## src/rtl/bus_share_arb16.sv

```systemverilog
// Two-requester shared-bus arbiter with a registered 16-bit datapath.
// Round-robin on ties, bounded bursts per owner, handover with no idle gap.
module bus_share_arb16 #(
    parameter int unsigned MAXBURST = 4
) (
    input  logic        clk,
    input  logic        rst,
    input  logic        req0,
    input  logic        req1,
    input  logic [15:0] i0,
    input  logic [15:0] i1,
    output logic        gnt0,
    output logic        gnt1,
    output logic        s,
    output logic [15:0] o,
    output logic        ov
);

    localparam logic [1:0] IDLE = 2'd0;
    localparam logic [1:0] OWN0 = 2'd1;
    localparam logic [1:0] OWN1 = 2'd2;

    localparam logic [3:0] CNT_TOP = 4'(MAXBURST - 1);

    logic [1:0]  state_r;
    logic [3:0]  cnt_r;
    logic        last_r;

    logic [1:0]  state_s;
    logic [3:0]  cnt_s;
    logic        last_s;
    logic        xfer_s;
    logic [15:0] xdata_s;

    // Next-state, burst counter and transfer decode
    always_comb begin
        state_s = state_r;
        cnt_s   = cnt_r;
        last_s  = last_r;
        xfer_s  = 1'b0;
        xdata_s = 16'h0000;
        case (state_r)
            IDLE: begin
                cnt_s = 4'd0;
                if (req0 && (!req1 || last_r)) begin
                    state_s = OWN0;
                    last_s  = 1'b0;
                end else if (req1) begin
                    state_s = OWN1;
                    last_s  = 1'b1;
                end else begin
                    state_s = IDLE;
                end
            end
            OWN0: begin
                if (!req0) begin
                    cnt_s = 4'd0;
                    if (req1) begin
                        state_s = OWN1;
                        last_s  = 1'b1;
                    end else begin
                        state_s = IDLE;
                    end
                end else begin
                    xfer_s  = 1'b1;
                    xdata_s = i0;
                    // Burst limit: yield only if the other side is waiting
                    if (cnt_r == CNT_TOP) begin
                        if (req1) begin
                            state_s = OWN1;
                            last_s  = 1'b1;
                            cnt_s   = 4'd0;
                        end else begin
                            cnt_s = cnt_r;
                        end
                    end else begin
                        cnt_s = cnt_r + 4'd1;
                    end
                end
            end
            OWN1: begin
                if (!req1) begin
                    cnt_s = 4'd0;
                    if (req0) begin
                        state_s = OWN0;
                        last_s  = 1'b0;
                    end else begin
                        state_s = IDLE;
                    end
                end else begin
                    xfer_s  = 1'b1;
                    xdata_s = i1;
                    if (cnt_r == CNT_TOP) begin
                        if (req0) begin
                            state_s = OWN0;
                            last_s  = 1'b0;
                            cnt_s   = 4'd0;
                        end else begin
                            cnt_s = cnt_r;
                        end
                    end else begin
                        cnt_s = cnt_r + 4'd1;
                    end
                end
            end
            default: begin
                state_s = IDLE;
                cnt_s   = 4'd0;
            end
        endcase
    end

    // Arbiter state and registered grant/select outputs
    always_ff @(posedge clk or posedge rst) begin
        if (rst) begin
            state_r <= IDLE;
            cnt_r   <= 4'd0;
            last_r  <= 1'b1;
            gnt0    <= 1'b0;
            gnt1    <= 1'b0;
            s       <= 1'b0;
        end else begin
            state_r <= state_s;
            cnt_r   <= cnt_s;
            last_r  <= last_s;
            gnt0    <= (state_s == OWN0);
            gnt1    <= (state_s == OWN1);
            if (state_s == OWN0) begin
                s <= 1'b0;
            end else if (state_s == OWN1) begin
                s <= 1'b1;
            end else begin
                s <= s;
            end
        end
    end

    // Shared-bus data register; holds its value when nothing moves
    always_ff @(posedge clk or posedge rst) begin
        if (rst) begin
            o  <= 16'h0000;
            ov <= 1'b0;
        end else begin
            ov <= xfer_s;
            if (xfer_s) begin
                o <= xdata_s;
            end else begin
                o <= o;
            end
        end
    end

endmodule

```

## config.mk

```make
export PLATFORM = sky130hd
export DESIGN_NAME = bus_share_arb16
export DESIGN_NICKNAME = d
export VERILOG_FILES = /design/src/rtl/bus_share_arb16.sv
export SDC_FILE = /design/constraint.sdc
export NUM_CORES = 1
export LEC_CHECK = 0
export ABC_CLOCK_PERIOD_IN_PS = 2700
export CORE_MARGIN = 4
export CORE_UTILIZATION = 44
export DETAILED_ROUTE_END_ITERATION = 12
export PLACE_DENSITY_LB_ADDON = 0.2
export RECOVER_POWER = 100
export SETUP_SLACK_MARGIN = 0.2
export SKIP_CTS_REPAIR_TIMING = 1
export SLEW_MARGIN = 20
export SYNTH_ARGS = -nofsm -noshare
export SYNTH_HDL_FRONTEND = slang
export SYNTH_SLANG_ARGS = --single-unit
```

## constraint.sdc

```tcl
create_clock -name clk -period 2.7 [get_ports clk]
set_input_delay 0.27 -clock clk [delete_from_list [all_inputs] [get_ports clk]]
set_output_delay 0.27 -clock clk [all_outputs]
set_load 0.01 [all_outputs]
```

==> impl_results.md, run 1 <==
- Run status: finished, final reports clean
- Most frequent cells in the layout: clkdlybuf4s50_1 (34), dfrtp_1 (26), dlygate4sd3_1 (21), a22o_1 (18), a22o_2 (14)
- Final Hold Viols: 0
- FILL cells: 262
- Clock Latency Late Sink: 0.33 ns
- CP arrival: 2.52 ns
- Final min period: 2.25 ns
- Core Util, Final: 65.1%
- Wire length per cell: 16.6 um
- Worst Setup End Kind: register
- Post-Route M1 WL: 1410 um
- Clock root cell: clkbuf_4
- Clk_skew: 0.00757 ns
- Total CTS buffers: 3
- Syn nets: 167
- Clock transition at path regs: 0.14 ns
- Max Cap Violations: 0
- Top-area cell type share of the netlist area: 44.0%
- Chip height: 66.0 um
- Peak per-stage delay on the critical path: 0.69 ns
- I/O Pins: 56
- Pleak: 0.909 nW
- Initial antenna violation count: 0
- Die Area: 4350 um2
- Core area: 3130 um2
- Total power per unit cell area: 891 nW/um2
- Sequential area share after synthesis: 45.8%
- Fin crit share: 83.2%
- DP Worst Slack: 0.377 ns
- First-pass GRT wire length: 5790 um
- Placed cell count: 216
- H-tree Lvls: 1
- Vias per cell: 5.50
- Unrepaired setup endpoints after global routing: no
- Slew Limit Fails: 0
- Synth Cell Area: 1480 um2
- Final non-filler cell total: 220
- Post-route setup TNS: 0 ns
- Metal3 WL: 280 um
- HP Class: register to register
- F_max: 445 MHz
- Footprint of the multi-input gates: 681 um2
- Post-DP HPWL: 2690 um
- Critical Path RT: 2.98 ns
- CP Cell Sequence: inv_1 -> ha_1 -> and2_0 -> clkbuf_2 -> o21ai_2 -> a22o_2
- ANT cells: 0
- # setup viols final: 0
- DRC Markers: 0
- DR top layer: met4
- Initial DRC count: 57
- Nets: 221
- Cell variety after synth: 35
- Initial core utilization: 47.3%
- Max clock buf depth: 2
- Via count: 1209
- Fraction of final layout cells sized beyond drive strength 1: 16.5%
- Detailed Route WL: 3640 um
- Antenna Violating Nets Remaining: 0
- Commonest non-fill, non-tap cell in the layout: clkdlybuf4s50_1
- Max VDD drop: 0.551 mV
- Worst-margin pin slew: 1.46 ns
- Largest net degree at the start of global routing: 28
- GP Congestion: 0.911
- Reg area: 677 um2
- Dominant cells by area after synthesis: dfrtp_1 (44%), a22o_1 (11%), a22o_2 (9.5%), ha_1 (6.8%), buf_6 (4.6%)
- Critical-path top delay cell: o21ai_2
- Ys Warns: 0
- GRT Resource Usage Total: 16.8%
- Port bufs: 55
- Area growth, synth to finish: 37.7%
- Max FO, Critical Path: 19
- Die X: 66.0 um
- Vias in the first global route: 1257
- Syn Inst Count: 123
- Drt pass-1 iters: 4
- Synth area leader: dfrtp_1
- Post-synthesis register bit count: 27
- WS Path Type: register to register
- CTS Sinks: 27
- Met2 WL: 1910 um
- Max-slew headroom: 2.99%
- FP Rows: 20
- Startpoint Class: register
- Gr ovfl total: 0
- Final WS setup: 0.453 ns
- Avg Cell Area, Syn: 12.0 um2
- CTS tree: yes
cells in the mapped netlist (all sizes together):
cell type,instances
a22o,32
dfrtp,26
buf,8
ha,8
inv,8
nand3,5
a21oi,3
a31o,3
nand2,3
nand2b,3
a31oi,2
and2,2
nand3b,2
o21ai,2
o221a,2
a21o,1
a22oi,1
clkbuf,1
dfstp,1
mux2,1
mux2i,1
nand4bb,1
nor2,1
nor3b,1
nor4bb,1
o211ai,1
o221ai,1
or3b,1
xor2,1
path summary, 6_finish.rpt:
kind	startpoint	to	slack [ns]	cells after the start
max	state_r[1]	o[12]	0.45	6
min	o[10]	o[10]	0.52	1
max reg2reg	state_r[1]	o[12]	0.45	6
min reg2reg	o[10]	o[10]	0.52	1
max in group asynchronous	rst	o[12]	1.00	3
min in group asynchronous	rst	state_r[0]	0.85	3
kinds of logic after synthesis:
logic type	Yosys count	share of synthesized area, %
buffers and inverters	17	7.70
AO/OA/AOI/OAI	48	28.8
multiplexers	2	1.44
adder cells (fa/ha/maj)	8	6.77
AND/OR/NAND/NOR	20	8.88
flip-flops	27	45.8
XOR/XNOR	1	0.592
metrics by stage:
stage                     power [mW]  instance area [um2]  hold slack [ns]
after floorplan                 1.30                 1480            0.322
after global placement          1.68                 2020            0.491
after detailed placement        1.72                 2020            0.493
after CTS                       1.90                 2050            0.289
after global routing            1.94                 2040            0.538
final                           1.82                 2040            0.519
power by group:
part | leakage [nW] | internal, mW | switching (mW)
registers | 0.342 | 0.566 | 0.0871
clock network | 0.0177 | 0.0557 | 0.121
logic | 0.549 | 0.532 | 0.453
total | 0.909 | 1.15 | 0.662
metal layers:
| layer | GRT usage [%] | vias to the layer above |
|---|---|---|
| met3 | 3.57 | 5 |
| met2 | 30.4 | 44 |
| li1 | - | 573 |
| met4 | 4.57 | 0 |
| met5 | 0 | - |
| met1 | 20.1 | 587 |
registers in the layout, summed over array words and instances (netlist names):
name,flops
ov,1
cnt_r,4
gnt1,1
last_r,1
s,1
state_r,2
o,16
gnt0,1
worst max-delay path, delay by kind of cell (launching register included):
| family | cells | cell delay, ns |
|---|---|---|
| adder cells (fa/ha/maj) | 1 | 0.23 |
| flip-flops | 1 | 0.46 |
| buffers and inverters | 2 | 0.36 |
| AND/OR/NAND/NOR | 1 | 0.18 |
| AO/OA/AOI/OAI | 2 | 0.96 |
area by class of cell:
type | count | area share (%)
multi-input combinational | 79 | 33.4
timing repair buffer | 58 | 27.8
clock inverter | 1 | 0.246
sequential | 27 | 33.2
tap | 44 | 2.70
clock buffer | 3 | 1.11
inverter | 8 | 1.47
Note: power is estimated with default switching activity, not from simulation.
==> run 2: changes to the inputs <==
- ABC_CLOCK_PERIOD_IN_PS: 2700 -> 2300
- clock period: 2.7 -> 2.3 ns (I/O delays scaled with it)
==> run 2 against run 1 <==
Worst setup slack lost 0.096 ns. Design area grew 1.1%. Critical path depth is the same. Global-route usage grew 1.0 points. Combinational power grew 20%. Sequential power grew 18%. Non-clock buffer count grew 2. Via count shrank 0.17%. Flip-flop and latch count is the same. Hold slack lost 0.16 ns. First-iteration DRC count shrank 12%.
==> impl_results.md, run 2 (same netlist as run 1, synthesis figures left out) <==
- Run status: finished, final reports clean
- Pleak: 0.919 nW
- Fraction of final layout cells sized beyond drive strength 1: 16.9%
- Wire length per cell: 16.7 um
- Nets: 223
- Die X: 66.0 um
- Via count: 1207
- Worst-margin pin slew: 0.682 ns
- Clk_skew: 0.0178 ns
- Max reg flops: 16
- Area growth, synth to finish: 39.3%
- Final Hold Viols: 0
- Clock root cell: clkbuf_4
- HP Class: primary input to async pin
- DRC Markers: 0
- CTS Sinks: 27
- CTS tree: yes
- Buf+Inv Stages, Crit Path: 0
- Final WS setup: 0.356 ns
- Largest net degree at the start of global routing: 20
- Initial core utilization: 47.3%
- Clock Latency Late Sink: 0.33 ns
- Slew Limit Fails: 0
- Drt pass-1 iters: 4
- Most frequent cells in the layout: clkdlybuf4s50_1 (34), dfrtp_1 (26), dlygate4sd3_1 (21), a22o_1 (18), a22o_2 (14)
- Fin crit share: 84.5%
- Unrepaired setup endpoints after global routing: no
- Antenna Violating Nets Remaining: 0
- H-tree Lvls: 1
- # setup viols final: 0
- Max clock buf depth: 2
- Chip height: 66.0 um
- Post-DP HPWL: 2830 um
- Startpoint Class: register
- ANT cells: 0
- Post-route setup TNS: 0 ns
- Critical path's most frequent cell: ha_1
- F_max: 515 MHz
- Peak per-stage delay on the critical path: 0.42 ns
- Max FO, Critical Path: 5
- Clock transition at path regs: 0.16 ns
- CP Cell Sequence: ha_1 -> nor4bb_1 -> o221ai_1 -> a31oi_1 -> ha_1 -> mux2i_1
- Critical Path RT: 2.52 ns
- Max VDD drop: 0.594 mV
- Crit path max-delay family: adder cells
- Core area: 3130 um2
- Initial antenna violation count: 0
- Vias per cell: 5.44
- Final min period: 1.94 ns
- Total CTS buffers: 3
- DP Worst Slack: 0.112 ns
- Final instance area: 2060 um2
- CP arrival: 2.16 ns
- WS Path Type: register to register
- GRT Resource Usage Total: 17.9%
- Dpl cell area: 2040 um2
- Core Util, Final: 65.8%
- Worst Setup End Kind: register
- FILL cells: 259
- Gr ovfl total: 0
- Max-slew headroom: 54.5%
- Total power per unit cell area: 1050 nW/um2
- Critical-path top delay cell: dfrtp_1
- Die Area: 4350 um2
- Max Cap Violations: 0
- Detailed Route WL: 3700 um
- First-pass GRT wire length: 6080 um
- Vias in the first global route: 1308
- I/O Pins: 56
- FP Rows: 20
- Largest registers: o: 16 flops, cnt_r: 4 flops, state_r: 2 flops
- Port bufs: 55
- Largest register by flop count: o
- Commonest non-fill, non-tap cell in the layout: clkdlybuf4s50_1
- GP Congestion: 0.857
- Final Power: 2.16 mW
- Initial DRC count: 50
[run 2: cell types whose count changed in the layout (fill, tap and decap cells not counted)]
cell,previous run,this run
buf_4,1,4
and2_1,0,1
and2_4,1,0
clkbuf_2,1,0
o21ai_2,1,0
o21ai_4,0,1
[run 2: worst reg2reg max path, delay by kind of cell, from the launching register on]
| family | cells | cell delay, ns |
|---|---|---|
| flip-flops | 1 | 0.42 |
| AO/OA/AOI/OAI | 2 | 0.45 |
| AND/OR/NAND/NOR | 1 | 0.35 |
| multiplexers | 1 | 0.12 |
| adder cells (fa/ha/maj) | 2 | 0.51 |
[run 2: final timing paths]
kind | startpoint | end | slack, ns | cells past startpoint
max | cnt_r[0] | s | 0.36 | 6
min | rst | o[10] | 0.36 | 2
max reg2reg | cnt_r[0] | s | 0.36 | 6
min reg2reg | o[1] | o[1] | 0.52 | 1
max in group asynchronous | rst | o[3] | 0.94 | 3
min in group clk | o[1] | o[1] | 0.52 | 1
[run 2: metal layers]
layer | part of all wire, % | vias to the layer above | GRT usage, %
met4 | 1.1 | 0 | 5.84
met5 | 0 | - | 0
li1 | - | 580 | -
met2 | 51 | 34 | 31.7
met3 | 6.5 | 6 | 5.78
met1 | 41 | 587 | 20.2
[run 2: final cells by class]
type | instances | area, um2 | share of cell area (%)
Sequential cell | 27 | 677 | 32.9
Clock buffer | 3 | 22.5 | 1.09
Multi-Input combinational cell | 79 | 686 | 33.3
Clock inverter | 1 | 5.00 | 0.243
Inverter | 8 | 30.0 | 1.46
Timing Repair Buffer | 60 | 584 | 28.4
Tap cell | 44 | 55.1 | 2.67
[run 2: per-stage QoR]
step,instances,hold slack (ns)
2_1_floorplan,123,0.282
3_3_place_gp,218,0.489
3_5_place_dp,218,0.490
4_1_cts,222,0.243
5_1_grt,222,0.399
6_report,222,0.356
[run 2: report_power, final]
part | leakage [nW] | internal [mW] | total [mW] | switching (mW)
Combinational | 0.559 | 0.634 | 1.18 | 0.547
Clock | 0.0177 | 0.0652 | 0.208 | 0.142
Sequential | 0.342 | 0.664 | 0.768 | 0.104
